### src/rtl/mux_scan_ctrl.sv
// Scan sequencer for an 8:1 mux: steps the select through enabled channels,
// captures each sample into a register bank and reports the per-pass maximum.
module mux_scan_ctrl #(
  parameter int unsigned WIDTH  = 4,
  parameter int unsigned SETTLE = 1
) (
  input  logic             clk,
  input  logic             rst_n,
  input  logic             start,
  input  logic             abort,
  input  logic             continuous,
  input  logic [7:0]       mask,
  output logic [2:0]       sel,
  input  logic [WIDTH-1:0] y_in,
  input  logic [2:0]       rd_addr,
  output logic [WIDTH-1:0] rd_data,
  output logic [7:0]       valid,
  output logic             busy,
  output logic             done,
  output logic [WIDTH-1:0] max_val,
  output logic [2:0]       max_ch
);

  typedef enum logic {IDLE, SCAN} state_e;

  localparam logic [3:0] SETTLE_C = 4'(SETTLE);

  state_e           state_q;
  logic [2:0]       sel_q;
  logic [3:0]       cnt_q;
  logic             busy_q;
  logic             done_q;
  logic [7:0]       valid_q;
  logic [WIDTH-1:0] max_val_q;
  logic [2:0]       max_ch_q;
  logic [7:0]       mask_q;
  logic             cont_q;
  logic [WIDTH-1:0] run_max_q;
  logic [2:0]       run_ch_q;
  logic             run_empty_q;
  logic [WIDTH-1:0] bank_q [8];

  logic [2:0]       idx;
  logic [2:0]       first_in;
  logic [2:0]       first_q;
  logic [2:0]       next_ch;
  logic             has_next;
  logic             take;
  logic [WIDTH-1:0] cap_max;
  logic [2:0]       cap_ch;

  // Descending walk so the last hit is the lowest qualifying channel.
  always_comb begin
    idx      = '0;
    first_in = '0;
    first_q  = '0;
    next_ch  = '0;
    has_next = 1'b0;
    for (int unsigned i = 0; i < 8; i++) begin
      idx = 3'(7 - i);
      if (mask[idx])   first_in = idx;
      if (mask_q[idx]) first_q  = idx;
      if (mask_q[idx] && (idx > sel_q)) begin
        next_ch  = idx;
        has_next = 1'b1;
      end
    end
  end

  // Strict compare in ascending order keeps the lowest channel on ties.
  always_comb begin
    take    = run_empty_q || (y_in > run_max_q);
    cap_max = take ? y_in  : run_max_q;
    cap_ch  = take ? sel_q : run_ch_q;
  end

  always_ff @(posedge clk or negedge rst_n) begin
    if (!rst_n) begin
      state_q     <= IDLE;
      sel_q       <= '0;
      cnt_q       <= '0;
      busy_q      <= 1'b0;
      done_q      <= 1'b0;
      valid_q     <= '0;
      max_val_q   <= '0;
      max_ch_q    <= '0;
      mask_q      <= '0;
      cont_q      <= 1'b0;
      run_max_q   <= '0;
      run_ch_q    <= '0;
      run_empty_q <= 1'b1;
      for (int unsigned i = 0; i < 8; i++) bank_q[i] <= '0;
    end else begin
      done_q <= 1'b0;
      case (state_q)
        IDLE: begin
          if (start) begin
            valid_q <= '0;
            if (mask != 8'h00) begin
              mask_q      <= mask;
              cont_q      <= continuous;
              sel_q       <= first_in;
              cnt_q       <= '0;
              busy_q      <= 1'b1;
              run_empty_q <= 1'b1;
              state_q     <= SCAN;
            end else begin
              done_q    <= 1'b1;
              max_val_q <= '0;
              max_ch_q  <= '0;
            end
          end
        end
        SCAN: begin
          if (abort) begin
            state_q <= IDLE;
            busy_q  <= 1'b0;
            cnt_q   <= '0;
          end else if (cnt_q != SETTLE_C) begin
            cnt_q <= cnt_q + 4'd1;
          end else begin
            bank_q[sel_q]  <= y_in;
            valid_q[sel_q] <= 1'b1;
            cnt_q          <= '0;
            if (has_next) begin
              sel_q       <= next_ch;
              run_max_q   <= cap_max;
              run_ch_q    <= cap_ch;
              run_empty_q <= 1'b0;
            end else begin
              max_val_q <= cap_max;
              max_ch_q  <= cap_ch;
              done_q    <= 1'b1;
              if (cont_q) begin
                sel_q       <= first_q;
                run_empty_q <= 1'b1;
              end else begin
                state_q <= IDLE;
                busy_q  <= 1'b0;
              end
            end
          end
        end
        default: state_q <= IDLE;
      endcase
    end
  end

  assign sel     = sel_q;
  assign busy    = busy_q;
  assign done    = done_q;
  assign valid   = valid_q;
  assign max_val = max_val_q;
  assign max_ch  = max_ch_q;
  assign rd_data = bank_q[rd_addr];

endmodule
### config.mk
export PLATFORM = sky130hd
export DESIGN_NAME = mux_scan_ctrl
export DESIGN_NICKNAME = d
export VERILOG_FILES = /design/src/rtl/mux_scan_ctrl.sv
export SDC_FILE = /design/constraint.sdc
export NUM_CORES = 1
export LEC_CHECK = 0
export ABC_AREA = 1
export BUFFER_PORTS_ARGS = -buffer_cell sky130_fd_sc_hd__buf_2
export CAP_MARGIN = 20
export CORE_MARGIN = 8
export CORE_UTILIZATION = 53
export DETAILED_ROUTE_END_ITERATION = 7
export PLACE_DENSITY = 0.73
export SYNTH_ARGS = -nofsm -noshare
export SYNTH_HDL_FRONTEND = slang
export SYNTH_SLANG_ARGS = --single-unit
### constraint.sdc
create_clock -name clk -period 2.1 [get_ports clk]
set_input_delay 0.315 -clock clk [delete_from_list [all_inputs] [get_ports clk]]
set_output_delay 0.315 -clock clk [all_outputs]
set_load 0.005 [all_outputs]
==> flow_summary.ini, run 1 <==
[run_status]
status = finished clean

[setup_path]
crit_top_cell = nand2_1
worstPathMaxFanout = 10
cp_slowest_cell = dfrtp_1
reg2reg_from = run_max_q[3]
reg2reg_to = run_max_q[1]
crit_required_ps = 2390
critPathMaxStageDelay_ps = 350
rr_worst_depth = 9
regToRegSetupSlack_ps = 280
worst-path-buf-inv = 1
critPathTopFamily = compound AO/OA/AOI/OAI gates
path_cells = inv_1 > ha_1 > a21oi_1 > o21ai_0 > nand2_1 > nand2_1 > o21ai_0 > nand2_1 > nand2_1
end_kind = register
startpoint_type = register
arrival_ps = 2110
path_class = register to register

[synth]
synth-xor-area-share_pct = 0
synth-seq-cells = 74
ys.flop_type = dfrtp_1
synth_top_family_by_area = simple AND/OR/NAND/NOR gates
synth.cell_area_um2 = 3890
synth-seq-area-share_pct = 47.6
synth-edff-count = 0
synth_mux_area_share_pct = 0
synth_compound_area_share_pct = 12.7
synth-adder-area-share_pct = 1.93
yosys.area_share.simple_pct = 30.2
yosys-top-cells-area = dfrtp_1 47%, nand2_1 14%, o21ai_0 8.1%, inv_1 4.4%, nand4_4 4.4%
synthesis.nets = 497
synth-async-reset-ratio_pct = 100
synth.distinct_cells = 34
synth_top_cell_area_share_pct = 46.9
synthCells = 471
synth_top_area_cell = dfrtp_1
avgSynthCellArea_um2 = 8.26
yosysWarnings = 0
synth_common_cells = 146 x nand2_1, 73 x dfrtp_1, 63 x o21ai_0, 46 x inv_1, 40 x nor2_1
synth_most_common_cell = nand2_1

[power]
p_leak_uw = 0.00231
p_per_area_nw_per_um2 = 1320
power_uw = 5890
ir_worst_vdd_v = 0.000608

[clock_tree]
cts.sinks = 74
cts_root_buf = clkbuf_8
max-clock-path-buffers = 2
clock_latency_ps = 350
clk_pin_slew_ps = 80
cts_tree = built
htree_levels = 3
numCtsBuffers = 9

[layout]
syn2layout_area_growth_pct = 15.0
antenna_cells = 0
layoutNonFillerInstCount = 627
drive_above_1_share_pct = 18.8
final_area_um2 = 4470
nNetsFinal = 549

[placement]
placed_cells = 610
io_buffers = 43
place_area_um2 = 4220
place.gp.congestion = 0.860
hpwl_um = 6230

[sta]
fin_crit_sh_pct = 86.5
relSlewSlack_pct = 70.9
period_minus_slack_ps = 1820
tns_ps = 0
worstMarginPinSlew_ps = 436
final-hold-violation-count = 0
fmax_mhz = 550
finalMaxSlewViolations = 0
setup_viol = 0
skew_ps = 9.94
rsz0062_at_grt = false

[drt]
vias = 3234
drtIter0Drc = 178
wire_per_inst_um = 13.8
route.detailed.drc = 0
finalWirelength_um = 8640
firstDrtPassIters = 4
antenna_left = 0
via_per_inst = 5.16

[worst_hold_path]
hold_class = input pin to register
hold_path.startpoint = continuous
whs_path_depth = 3
holdPathEnd = cont_q

[global_routing]
grt_pass1_vias = 3228
grt_overflow = 0
grt_usage_pct = 18.2
antenna_found_initial = 0
grt_max_degree = 75
grt_pass1_wl_um = 14900

[die]
dieArea_um2 = 10300
coreArea_um2 = 7180
pin_count = 44
rows = 31
start_util_pct = 54.2
die_y_um = 102
die_w_um = 102

[run]
drv_cap = 0
layout by cell type, fill, tap and decap left out, types with 2 or more instances in the layout:
cell       instances
bufinv_16          3
nand3_1           20
nand4_4            8
nor2_2             2
a21oi_1           16
nand2_1          146
ha_1               6
inv_1             46
nand2_4            4
a31oi_1            4
inv_2              4
nor2_1            40
clkbuf_8           9
nand4_1            3
buf_2             43
inv_6              3
clkinv_2           2
buf_12             2
nor2_4             5
buf_4              5
o21ai_0           63
dfrtp_1           73
o22ai_1            6
routing by layer:
layer / track usage, % / vias up / wire, µm / share of wire, %
met4: 7.56 / 0 / 142 / 1.6
met5: 0 / - / 0 / 0
met3: 3.57 / 13 / 392 / 4.5
met1: 23.8 / 1518 / 4130 / 48
li1: - / 1640 / - / -
met2: 28.8 / 63 / 3980 / 46
report_power, final:
group / leakage [µW] / internal (µW) / switching (µW)
Sequential: 0.000973 / 1950 / 389
Clock: 0.000120 / 789 / 529
Combinational: 0.00122 / 812 / 1430
Total: 0.00231 / 3550 / 2350
repair_timing:
action | in CTS | in global routing
hold buffers | 1 | 0
endpoints found under the hold margin | 1 | 0
setup buffers | 0 | 0
resized for setup | 0 | 0
area by class of cell:
class                      count  area, µm²
clock buffer                   9        124
clock inverter                 7        116
fill                         626       2700
inverter                      53        209
multi-input combinational    334       1750
sequential                    74       1850
tap                           99        124
timing repair buffer          51        303
worst reg2reg max path: stages (launching register included):
cell     delay (ps)
dfrtp_1         350
inv_1            60
ha_1            310
a21oi_1         160
o21ai_0          90
nand2_1         150
nand2_1         210
o21ai_0         280
nand2_1          80
nand2_1          70
per-stage QoR:
step	setup slack (ps)	hold WS, ps	util, %
after detailed placement	254	382	58.9
after CTS	287	190	62.4
after floorplan	543	19.4	-
final	283	202	62.4
after global routing	62.9	228	62.4
after global placement	308	375	58.9
cells by family (layout without fill, tap and decap cells):
group / Yosys count / in the layout
AOI/OAI and AO/OA: 93 / 93
adders and majority gates: 6 / 6
buffers and inverters: 63 / 120
DFF: 74 / 74
and+or+nand+nor: 235 / 235
state kept, by name, indices dropped and copies added (netlist names):
signal,cells
sel,3
run_ch_q,3
cont_q,1
state_q,1
done,1
cnt_q,4
busy,1
max_val,4
bank_q,32
run_max_q,4
run_empty_q,1
max_ch,3
valid,8
mask_q,8
worst max path at each step:
stage / start / end / depth (start not counted) / slack [ps]
after floorplan: rd_addr[0] / rd_data[1] / 7 / 540
after detailed placement: y_in[0] / run_max_q[1] / 11 / 250
final: run_max_q[3] / run_max_q[1] / 9 / 280
after global routing: run_max_q[3] / run_max_q[1] / 9 / 60
after global placement: y_in[0] / run_max_q[1] / 11 / 310
after CTS: run_max_q[3] / run_max_q[1] / 9 / 290
Note: power is estimated with default switching activity, not from simulation.
==> run 2: changes to the inputs <==
--- a/config.mk
+++ b/config.mk
@@ -5,13 +5,12 @@
 export SDC_FILE = /design/constraint.sdc
 export NUM_CORES = 1
 export LEC_CHECK = 0
-export ABC_AREA = 1
 export BUFFER_PORTS_ARGS = -buffer_cell sky130_fd_sc_hd__buf_2
 export CAP_MARGIN = 20
 export CORE_MARGIN = 8
 export CORE_UTILIZATION = 53
 export DETAILED_ROUTE_END_ITERATION = 7
-export PLACE_DENSITY = 0.73
+export PLACE_DENSITY = 0.74
 export SYNTH_ARGS = -nofsm -noshare
 export SYNTH_HDL_FRONTEND = slang
 export SYNTH_SLANG_ARGS = --single-unit
==> run 2 against run 1 <==
Effect of this change: final area increased by 1.6%; sequential cell count is the same; critical path depth shrank 3.
==> flow_summary.ini, run 2 <==
[synth]
synth.distinct_cells = 52
avgSynthCellArea_um2 = 12.1
synthesis.nets = 332
synth.cell_area_um2 = 3710
synth-seq-area-share_pct = 50.0
synthCells = 306
synth-async-reset-ratio_pct = 100
synth_top_area_cell = dfrtp_1
yosysWarnings = 0
ys.flop_type = dfrtp_1
yosys-top-cells-area = dfrtp_1 49%, mux2_2 11%, mux4_2 4.9%, mux2_4 2.8%, mux2i_1 2.2%
synth_top_cell_area_share_pct = 49.3
synth-seq-cells = 74
synth_common_cells = 73 x dfrtp_1, 37 x mux2_2, 18 x nand2_1, 15 x o21ai_0
synth_most_common_cell = dfrtp_1
synth-edff-count = 0

[clock_tree]
cts_root_buf = clkbuf_8
numCtsBuffers = 9
cts_tree = built
max-clock-path-buffers = 2
cts.sinks = 74
clk_pin_slew_ps = 80
htree_levels = 3
clock_latency_ps = 350

[layout]
nNetsFinal = 404
largest_reg_flops = 32
regMostFlops = bank_q
final_area_um2 = 4550
drive_above_1_share_pct = 42.0
layout_common_cells = 73 x dfrtp_1, 43 x buf_2, 37 x mux2_2
syn2layout_area_growth_pct = 22.7
utilization_pct = 66.9
layoutNonFillerInstCount = 479
final_common_cell = dfrtp_1
antenna_cells = 0
fillers = 499

[setup_path]
critPathTopFamily = simple AND/OR/NAND/NOR gates
path_cells = or3b_1 > a21oi_2 > nand2b_4 > nor2_4 > or3_4 > mux2_4
worst-path-buf-inv = 0
worstPathMaxFanout = 7
cp_slowest_cell = or3_4
crit_required_ps = 2330
path_class = register to register
arrival_ps = 2230
end_kind = register
startpoint_type = register
critPathMaxStageDelay_ps = 430

[die]
coreArea_um2 = 6790
die_w_um = 99.6
die_y_um = 99.6
rows = 30
start_util_pct = 54.6
dieArea_um2 = 9930
pin_count = 44

[placement]
hpwl_um = 5880
io_buffers = 43
placed_cells = 461
place.gp.congestion = 0.868
place_area_um2 = 4230
dp_slack_ps = -62.6

[global_routing]
grt_max_degree = 75
antenna_found_initial = 0
grt_pass1_vias = 2865
grt_pass1_wl_um = 14200
grt_usage_pct = 18.0
grt_overflow = 0

[sta]
finalMaxSlewViolations = 0
whs_ps = 185
final-hold-violation-count = 0
rsz0062_at_grt = true
period_minus_slack_ps = 1990
fin_crit_sh_pct = 95.0
skew_ps = 6.25
relSlewSlack_pct = 74.1
fin_ws_ps = 106
worstMarginPinSlew_ps = 389
fmax_mhz = 501
setup_viol = 0

[drt]
firstDrtPassIters = 4
via_per_inst = 5.51
finalWirelength_um = 8130
route.detailed.drc = 0
wire_per_inst_um = 17.0
antenna_left = 0
drtIter0Drc = 73
vias = 2639

[run]
drv_cap = 0

[power]
ir_worst_vdd_v = 0.000730
p_per_area_nw_per_um2 = 1140
p_leak_uw = 0.00217

[run_status]
status = finished clean

[worst_hold_path]
hold_class = input pin to register
-- run 2: changes by cell type after synthesis, moves of 17 or more --
cell,delta
nand3_1,-17
o21ai_0,-48
inv_1,-32
nor2_1,-26
nand2_1,-128
mux2_2,+37
-- run 2: where the power goes --
| part | switching, µW | internal [µW] |
|---|---|---|
| Combinational | 788 | 945 |
| Sequential | 255 | 1810 |
| Clock | 545 | 826 |
-- run 2: cell families (layout without fill, tap and decap cells) --
family	count (synthesis)	after routing	synth area share (%)
compound gates	65	65	12.1
fa+ha+maj	6	6	2.02
buf+inv	29	106	3.27
flops	74	74	50.0
mux	66	66	22.9
simple gates	66	66	9.72
-- run 2: layout make-up --
cell class	count	area (µm²)	share of cell area (%)
Clock buffer	10	138	3.03
Inverter	15	56.3	1.24
Clock inverter	6	113	2.48
Tap cell	96	120	2.64
Multi-Input combinational cell	203	1790	39.3
Timing Repair Buffer	75	483	10.6
Sequential cell	74	1850	40.7
-- run 2: timing repair --
action / CTS / global route
pin swaps: 0 / 2
buffers inserted: 0 / 1
endpoints found under the hold margin: 4 / 0
hold buffers: 1 / 0
endpoints found under the setup margin: 7 / 16
gates resized for setup: 1 / 9
-- run 2: worst reg2reg max path: cells and delay by family, from the launching register on --
| kind | cells | cell delay (ps) |
|---|---|---|
| multiplexers | 1 | 320 |
| flip-flops | 1 | 380 |
| AO/OA/AOI/OAI | 1 | 170 |
| AND/OR/NAND/NOR | 4 | 1020 |
-- run 2: worst paths after layout --
path                       depth (start not counted)  slack, ps          end       start
setup / recovery                                   6        110  run_ch_q[2]      sel[1]
hold / removal                                     2        180       cont_q  continuous
setup reg to reg                                   6        110  run_ch_q[2]      sel[1]
hold reg to reg                                    1        480     cnt_q[3]    cnt_q[3]
max in group asynchronous                          3       1240  run_empty_q       rst_n
min in group asynchronous                          3        520         done       rst_n
-- run 2: routing by layer --
layer	share of wire, %	GRT usage (%)	vias up
met4	1.6	6.64	0
met1	45	22.2	1311
met2	49	29.8	55
met3	3.8	4.19	14
li1	-	-	1259
met5	0	0	-
-- run 2: per-stage QoR --
step	setup TNS, ps	power (µW)
after floorplan	0	3130
after global placement	-57.0	3690
after detailed placement	-359	3760
after CTS	0	5150
after global routing	-31.4	5500
final	0	5170
